### src/rtl/dac_spi_sequencer_if.sv
// Bus between the DAC command sequencer, its command ROM and the 3-wire DAC pins.
// The master side is the sequencer; the slave side is the ROM/DAC environment.
interface dac_spi_sequencer_if;
  logic        start;
  logic [3:0]  rom_addr;
  logic [23:0] rom_data;
  logic        sclk;
  logic        sync_n;
  logic        din;
  logic        busy;
  logic        done;
  logic        init_done;

  modport master (
    input  start, rom_data,
    output rom_addr, sclk, sync_n, din, busy, done, init_done
  );

  modport slave (
    output start, rom_data,
    input  rom_addr, sclk, sync_n, din, busy, done, init_done
  );
endinterface

### src/rtl/dac_spi_sequencer.sv
// Walks the command ROM and shifts each 24-bit word MSB-first to a 3-wire DAC.
// Init words go out once after reset; each start request sends the channel words.
module dac_spi_sequencer #(
  parameter int CLK_DIV    = 2,
  parameter int NUM_INIT   = 2,
  parameter int NUM_WORDS  = 6,
  parameter int GAP_CYCLES = 4
) (
  input  logic                  clk,
  input  logic                  rst_n,
  dac_spi_sequencer_if.master   bus
);

  localparam int DIV_W = (CLK_DIV > 1) ? $clog2(CLK_DIV) : 1;
  localparam int GAP_W = (GAP_CYCLES > 1) ? $clog2(GAP_CYCLES) : 1;
  localparam logic [DIV_W-1:0] DIV_LAST   = DIV_W'(CLK_DIV - 1);
  localparam logic [GAP_W-1:0] GAP_LAST   = GAP_W'(GAP_CYCLES - 1);
  localparam logic [3:0]       INIT_LAST  = 4'(NUM_INIT - 1);
  localparam logic [3:0]       CHAN_FIRST = 4'(NUM_INIT);
  localparam logic [3:0]       CHAN_LAST  = 4'(NUM_WORDS - 1);

  typedef enum logic [2:0] {IDLE, FETCH, LOAD, SHIFT_HI, SHIFT_LO, GAP, FIN} state_t;

  state_t             state_reg;
  logic [3:0]         addr_reg;
  logic [23:0]        shreg_reg;
  logic [4:0]         bit_cnt_reg;
  logic [DIV_W-1:0]   div_cnt_reg;
  logic [GAP_W-1:0]   gap_cnt_reg;
  logic               fetch_cnt_reg;
  logic               sclk_reg;
  logic               sync_n_reg;
  logic               din_reg;
  logic               busy_reg;
  logic               done_reg;
  logic               init_done_reg;
  logic               pending_reg;
  logic               init_seq_reg;

  always_ff @(posedge clk) begin
    if (!rst_n) begin
      state_reg     <= IDLE;
      addr_reg      <= '0;
      shreg_reg     <= '0;
      bit_cnt_reg   <= '0;
      div_cnt_reg   <= '0;
      gap_cnt_reg   <= '0;
      fetch_cnt_reg <= 1'b0;
      sclk_reg      <= 1'b1;
      sync_n_reg    <= 1'b1;
      din_reg       <= 1'b0;
      busy_reg      <= 1'b0;
      done_reg      <= 1'b0;
      init_done_reg <= 1'b0;
      pending_reg   <= 1'b0;
      init_seq_reg  <= 1'b0;
    end else begin
      done_reg <= 1'b0;
      // A start that cannot be serviced right now is remembered once; extras are dropped.
      if (bus.start && (busy_reg || !init_done_reg))
        pending_reg <= 1'b1;

      case (state_reg)
        IDLE: begin
          if (!init_done_reg) begin
            addr_reg      <= '0;
            init_seq_reg  <= 1'b1;
            busy_reg      <= 1'b1;
            fetch_cnt_reg <= 1'b0;
            state_reg     <= FETCH;
          end else if (bus.start || pending_reg) begin
            addr_reg      <= CHAN_FIRST;
            init_seq_reg  <= 1'b0;
            pending_reg   <= 1'b0;
            busy_reg      <= 1'b1;
            fetch_cnt_reg <= 1'b0;
            state_reg     <= FETCH;
          end
        end
        // Two cycles cover the ROM's registered read path.
        FETCH: begin
          fetch_cnt_reg <= 1'b1;
          if (fetch_cnt_reg)
            state_reg <= LOAD;
        end
        LOAD: begin
          shreg_reg   <= bus.rom_data;
          din_reg     <= bus.rom_data[23];
          sync_n_reg  <= 1'b0;
          bit_cnt_reg <= 5'd23;
          div_cnt_reg <= '0;
          state_reg   <= SHIFT_HI;
        end
        SHIFT_HI: begin
          if (div_cnt_reg == DIV_LAST) begin
            div_cnt_reg <= '0;
            sclk_reg    <= 1'b0;
            state_reg   <= SHIFT_LO;
          end else begin
            div_cnt_reg <= div_cnt_reg + DIV_W'(1);
          end
        end
        SHIFT_LO: begin
          if (div_cnt_reg == DIV_LAST) begin
            div_cnt_reg <= '0;
            sclk_reg    <= 1'b1;
            if (bit_cnt_reg != 5'd0) begin
              shreg_reg   <= shreg_reg << 1;
              din_reg     <= shreg_reg[22];
              bit_cnt_reg <= bit_cnt_reg - 5'd1;
              state_reg   <= SHIFT_HI;
            end else begin
              // Frame closes on the same edge as the final sclk rise.
              sync_n_reg  <= 1'b1;
              gap_cnt_reg <= '0;
              state_reg   <= GAP;
            end
          end else begin
            div_cnt_reg <= div_cnt_reg + DIV_W'(1);
          end
        end
        GAP: begin
          if (gap_cnt_reg == GAP_LAST) begin
            gap_cnt_reg <= '0;
            if (addr_reg == (init_seq_reg ? INIT_LAST : CHAN_LAST)) begin
              state_reg <= FIN;
            end else begin
              addr_reg      <= addr_reg + 4'd1;
              fetch_cnt_reg <= 1'b0;
              state_reg     <= FETCH;
            end
          end else begin
            gap_cnt_reg <= gap_cnt_reg + GAP_W'(1);
          end
        end
        FIN: begin
          done_reg <= 1'b1;
          busy_reg <= 1'b0;
          if (init_seq_reg)
            init_done_reg <= 1'b1;
          state_reg <= IDLE;
        end
        default: state_reg <= IDLE;
      endcase
    end
  end

  assign bus.rom_addr  = addr_reg;
  assign bus.sclk      = sclk_reg;
  assign bus.sync_n    = sync_n_reg;
  assign bus.din       = din_reg;
  assign bus.busy      = busy_reg;
  assign bus.done      = done_reg;
  assign bus.init_done = init_done_reg;

endmodule

### src/flat_wrapper.sv
// flat-port wrapper written by rule: the top's interface ports become plain ports
module dac_spi_sequencer_flat 
#(
  parameter int CLK_DIV    = 2,
  parameter int NUM_INIT   = 2,
  parameter int NUM_WORDS  = 6,
  parameter int GAP_CYCLES = 4
)
  (clk, rst_n, bus_start, bus_rom_data, bus_rom_addr, bus_sclk, bus_sync_n, bus_din, bus_busy, bus_done, bus_init_done);
  dac_spi_sequencer_if bus_i ();
  input  logic clk;
  input  logic rst_n;
  input wire logic [$bits(bus_i.start)-1:0] bus_start;
  input wire logic [$bits(bus_i.rom_data)-1:0] bus_rom_data;
  output wire logic [$bits(bus_i.rom_addr)-1:0] bus_rom_addr;
  output wire logic [$bits(bus_i.sclk)-1:0] bus_sclk;
  output wire logic [$bits(bus_i.sync_n)-1:0] bus_sync_n;
  output wire logic [$bits(bus_i.din)-1:0] bus_din;
  output wire logic [$bits(bus_i.busy)-1:0] bus_busy;
  output wire logic [$bits(bus_i.done)-1:0] bus_done;
  output wire logic [$bits(bus_i.init_done)-1:0] bus_init_done;
  assign bus_i.start = bus_start;
  assign bus_i.rom_data = bus_rom_data;
  assign bus_rom_addr = bus_i.rom_addr;
  assign bus_sclk = bus_i.sclk;
  assign bus_sync_n = bus_i.sync_n;
  assign bus_din = bus_i.din;
  assign bus_busy = bus_i.busy;
  assign bus_done = bus_i.done;
  assign bus_init_done = bus_i.init_done;
  dac_spi_sequencer #(.CLK_DIV(CLK_DIV), .NUM_INIT(NUM_INIT), .NUM_WORDS(NUM_WORDS), .GAP_CYCLES(GAP_CYCLES)) u_core (.clk(clk), .rst_n(rst_n), .bus(bus_i));
endmodule
### config.mk
export PLATFORM = sky130hd
export DESIGN_NAME = dac_spi_sequencer_flat
export DESIGN_NICKNAME = d
export VERILOG_FILES = /design/src/rtl/dac_spi_sequencer_if.sv /design/src/rtl/dac_spi_sequencer.sv /design/src/flat_wrapper.sv
export SDC_FILE = /design/constraint.sdc
export NUM_CORES = 1
export LEC_CHECK = 0
export BUFFER_PORTS_ARGS = -buffer_cell sky130_fd_sc_hd__buf_2
export CORE_MARGIN = 3
export CORE_UTILIZATION = 56
export CTS_CLUSTER_SIZE = 40
export DETAILED_ROUTE_END_ITERATION = 10
export GPL_TIMING_DRIVEN = 1
export PLACE_DENSITY = 0.82
export SETUP_SLACK_MARGIN = 0.3
export SLEW_MARGIN = 15
export SYNTH_ARGS = -nofsm -noshare
export SYNTH_HDL_FRONTEND = slang
export SYNTH_SLANG_ARGS = --single-unit
export TNS_END_PERCENT = 1
### constraint.sdc
create_clock -name clk -period 2.1 [get_ports clk]
set_input_delay 0.315 -clock clk [delete_from_list [all_inputs] [get_ports clk]]
set_output_delay 0.315 -clock clk [all_outputs]
set_load 0.01 [all_outputs]
==> metrics <==
status=finished, final reports clean; min-delay worst type=in2reg; Die H=71.1 um; Critical Path AT=between 2 and 2.5 ns; die width=71.1 um; post-route ant nets=0; routability cong.=between 0.8 and 0.9; critical path required time=2.30 ns; CP Max Fanout=12; Mapped Area=2370 um^2; Compound-Gate Fraction of Synth Area=23.9%; Synth Net Count=288; Num CTS Buffers=5; Min Clock Period, post-route=1.83 ns; Syn Inst Count=257; measured slew at the worst slew-check pin=0.483 ns; largest net degree at the start of global routing=27; Synth Area in Adders=under 10%; first-pass GRT wire length=8.73 mm; Setup Viol. Count Final=0; FF+latch count, synth=47; max reg flops=23; # fillers=300; Via-to-Cell Ratio=about 6.0; total global routing overflow=0; non-filler instance count after layout=347; hold_buf cts=0; CP Capture Type=flop; H-tree levels=2; # diodes=0; commonest non-fill, non-tap cells in the layout=44 x dfxtp_1, 36 x buf_2, 33 x nand2_1; HPWL after DPL=3.29 mm; CORE AREA=a little over 4000 um^2; final worst path period share=slightly below 90%; clk_skew=0.0109 ns; row cnt=23; Synth cell types=48; Synth async-reset ratio=0%; R2R setup slack=0.27 ns; WL/cell=15.1 um; Worst R2R Path Depth=6; Root Driver=clkbuf_8; Fmax=547 MHz; worst r2r src=u_core.bit_cnt_reg[0]$_SDFFE_PN0P_; vias in the first global route=1947; Simple-Gate Fraction of Synth Area=17.2%; PwrDens=1110 nW/um^2; worst vdd ir=0.759 mV; Global Route Usage Sum=21.5%; share of layout cells above drive strength 1=23.6%; Hold Crit Start=bus_start; die area=between 5000 and 6000 um^2; critical path launch point=u_core.bit_cnt_reg[0]$_SDFFE_PN0P_; total number of vias=2070; placed cells=between 300 and 400; max_slew headroom=67.7%; share of the yosys chip area belonging to registers=between 30% and 40%; Setup Total Neg Slack=0 ns; Pre-antenna DRT Iters=4; fin nets=327; max-cap violation count=0; clock buffer depth=2; fin. max-slew vios=0; Buffers on Ports=36; mux cell area share after synthesis=10.1%; static leakage=between 1.5 and 2 nW; Top FF cell, synth=dfxtp_1; IO Pins=37; number of synthesized flops with an enable pin=0; antenna violations before repair=0; most common cell after layout, fill and taps aside=dfxtp_1; clock tree sinks=47; CTS tree=done; final WL=5.25 mm; Area Growth Syn to Fin=19.6%; critical path class=reg2reg; yosys warns=0; Final Hold Fails=0; unrepaired setup endpoints after global routing=yes; Hold Path Depth=3; XOR/XNOR share of the synthesized area=1.48%; DRC Markers=0; 1st-iter DRT viols=127; main combinational cell family by area after synthesis=compound AO/OA/AOI/OAI gates; startpoint types=flop; clock-pin slew on the worst setup and hold paths=about 0.090 ns; Avg Inst Size Synth=9.23 um^2; Initial Util=58.5%; Worst-Skew Late Latency=0.31 ns
layout make-up:
| cell class | instances | area (um^2) | share of cell area [%] |
|---|---|---|---|
| Multi-Input combinational cell | 183 | 1330 | 46.9 |
| Sequential cell | 47 | 945 | 33.3 |
| Timing Repair Buffer | 51 | 358 | 12.6 |
| Clock buffer | 5 | 68.8 | 2.43 |
| Tap cell | 50 | 62.6 | 2.20 |
| Clock inverter | 3 | 43.8 | 1.54 |
| Inverter | 8 | 30.0 | 1.06 |
stage by stage:
stage / utilization, % / hold slack [ns] / setup slack [ns] / cell area, um^2 / total power, mW
finish: 69.9 / 0.333 / 0.273 / 2840 / 3.14
global route: 69.9 / 0.351 / 0.233 / 2840 / 3.32
detailed placement: 64.1 / 0.483 / 0.294 / 2600 / 2.26
CTS: 69.8 / 0.338 / 0.302 / 2830 / 3.11
floorplan: - / 0.458 / 0.328 / 2370 / 2.03
global placement: 64.1 / 0.469 / 0.344 / 2600 / 2.22
layer usage:
metal	part of all wire [%]	up-vias	global-route usage, %
met5	0	-	0
met4	2.4	0	9.60
met3	3.9	12	5.54
met2	49	45	35.0
met1	45	991	26.6
li1	-	1022	-
logic make-up (layout without fill, tap and decap cells):
| group | count (synthesis) | after routing |
|---|---|---|
| muxes | 24 | 24 |
| AOI/OAI and AO/OA | 74 | 74 |
| and+or+nand+nor | 77 | 77 |
| adders and majority gates | 4 | 4 |
| buffers and inverters | 27 | 67 |
| xor gates and xnor gates | 4 | 4 |
| DFF | 47 | 47 |
worst max-delay path: stages (launching register included):
cell and delay [ns]:
dfxtp_2 0.33, inv_1 0.06, ha_2 0.18, or4b_4 0.47, a31o_4 0.31, buf_12 0.16
o211a_1 0.22
synthesized netlist by cell type, types with 2 or more instances:
cell | n | area, um^2
nor2b_1 | 5 | 31.3
nand3_1 | 5 | 25.0
a31oi_1 | 5 | 31.3
or3_1 | 2 | 12.5
inv_1 | 8 | 30.0
and3_1 | 3 | 18.8
xnor2_1 | 2 | 17.5
o211ai_1 | 4 | 30.0
nand3b_1 | 2 | 15.0
buf_2 | 4 | 20.0
a21boi_0 | 4 | 30.0
dfxtp_1 | 47 | 941
buf_6 | 3 | 33.8
nor2_1 | 7 | 26.3
o211a_1 | 24 | 240
and2_1 | 2 | 12.5
mux2i_1 | 24 | 240
nor3b_1 | 2 | 15.0
a21oi_1 | 7 | 35.0
xor2_1 | 2 | 17.5
nand2_1 | 33 | 124
ha_1 | 4 | 50.1
clkbuf_1 | 12 | 45.0
and3b_1 | 2 | 17.5
o21ai_0 | 16 | 80.1
o311a_1 | 3 | 30.0
nor3_1 | 4 | 20.0
worst paths after layout:
path | endpoint
worst max-delay path | u_core.shreg_reg[6]$_SDFFE_PN0P_
worst min-delay path | u_core.pending_reg$_SDFF_PN0_
worst max register to register | u_core.shreg_reg[6]$_SDFFE_PN0P_
worst min register to register | u_core.bus.rom_addr[3]$_SDFFE_PN0P_
power breakdown:
| group | switching (mW) | internal (mW) |
|---|---|---|
| combinational | 0.534 | 0.585 |
| sequential | 0.214 | 1.14 |
| clock | 0.315 | 0.355 |
what timing repair did:
action                                  in CTS  in global routing
setup buffers                                5                  0
pin swaps                                    1                  0
endpoints found under the setup margin      25                 32
resized for setup                            8                  2
cloned                                       2                  0
No activity file was read; power rests on OpenSTA's default activity.
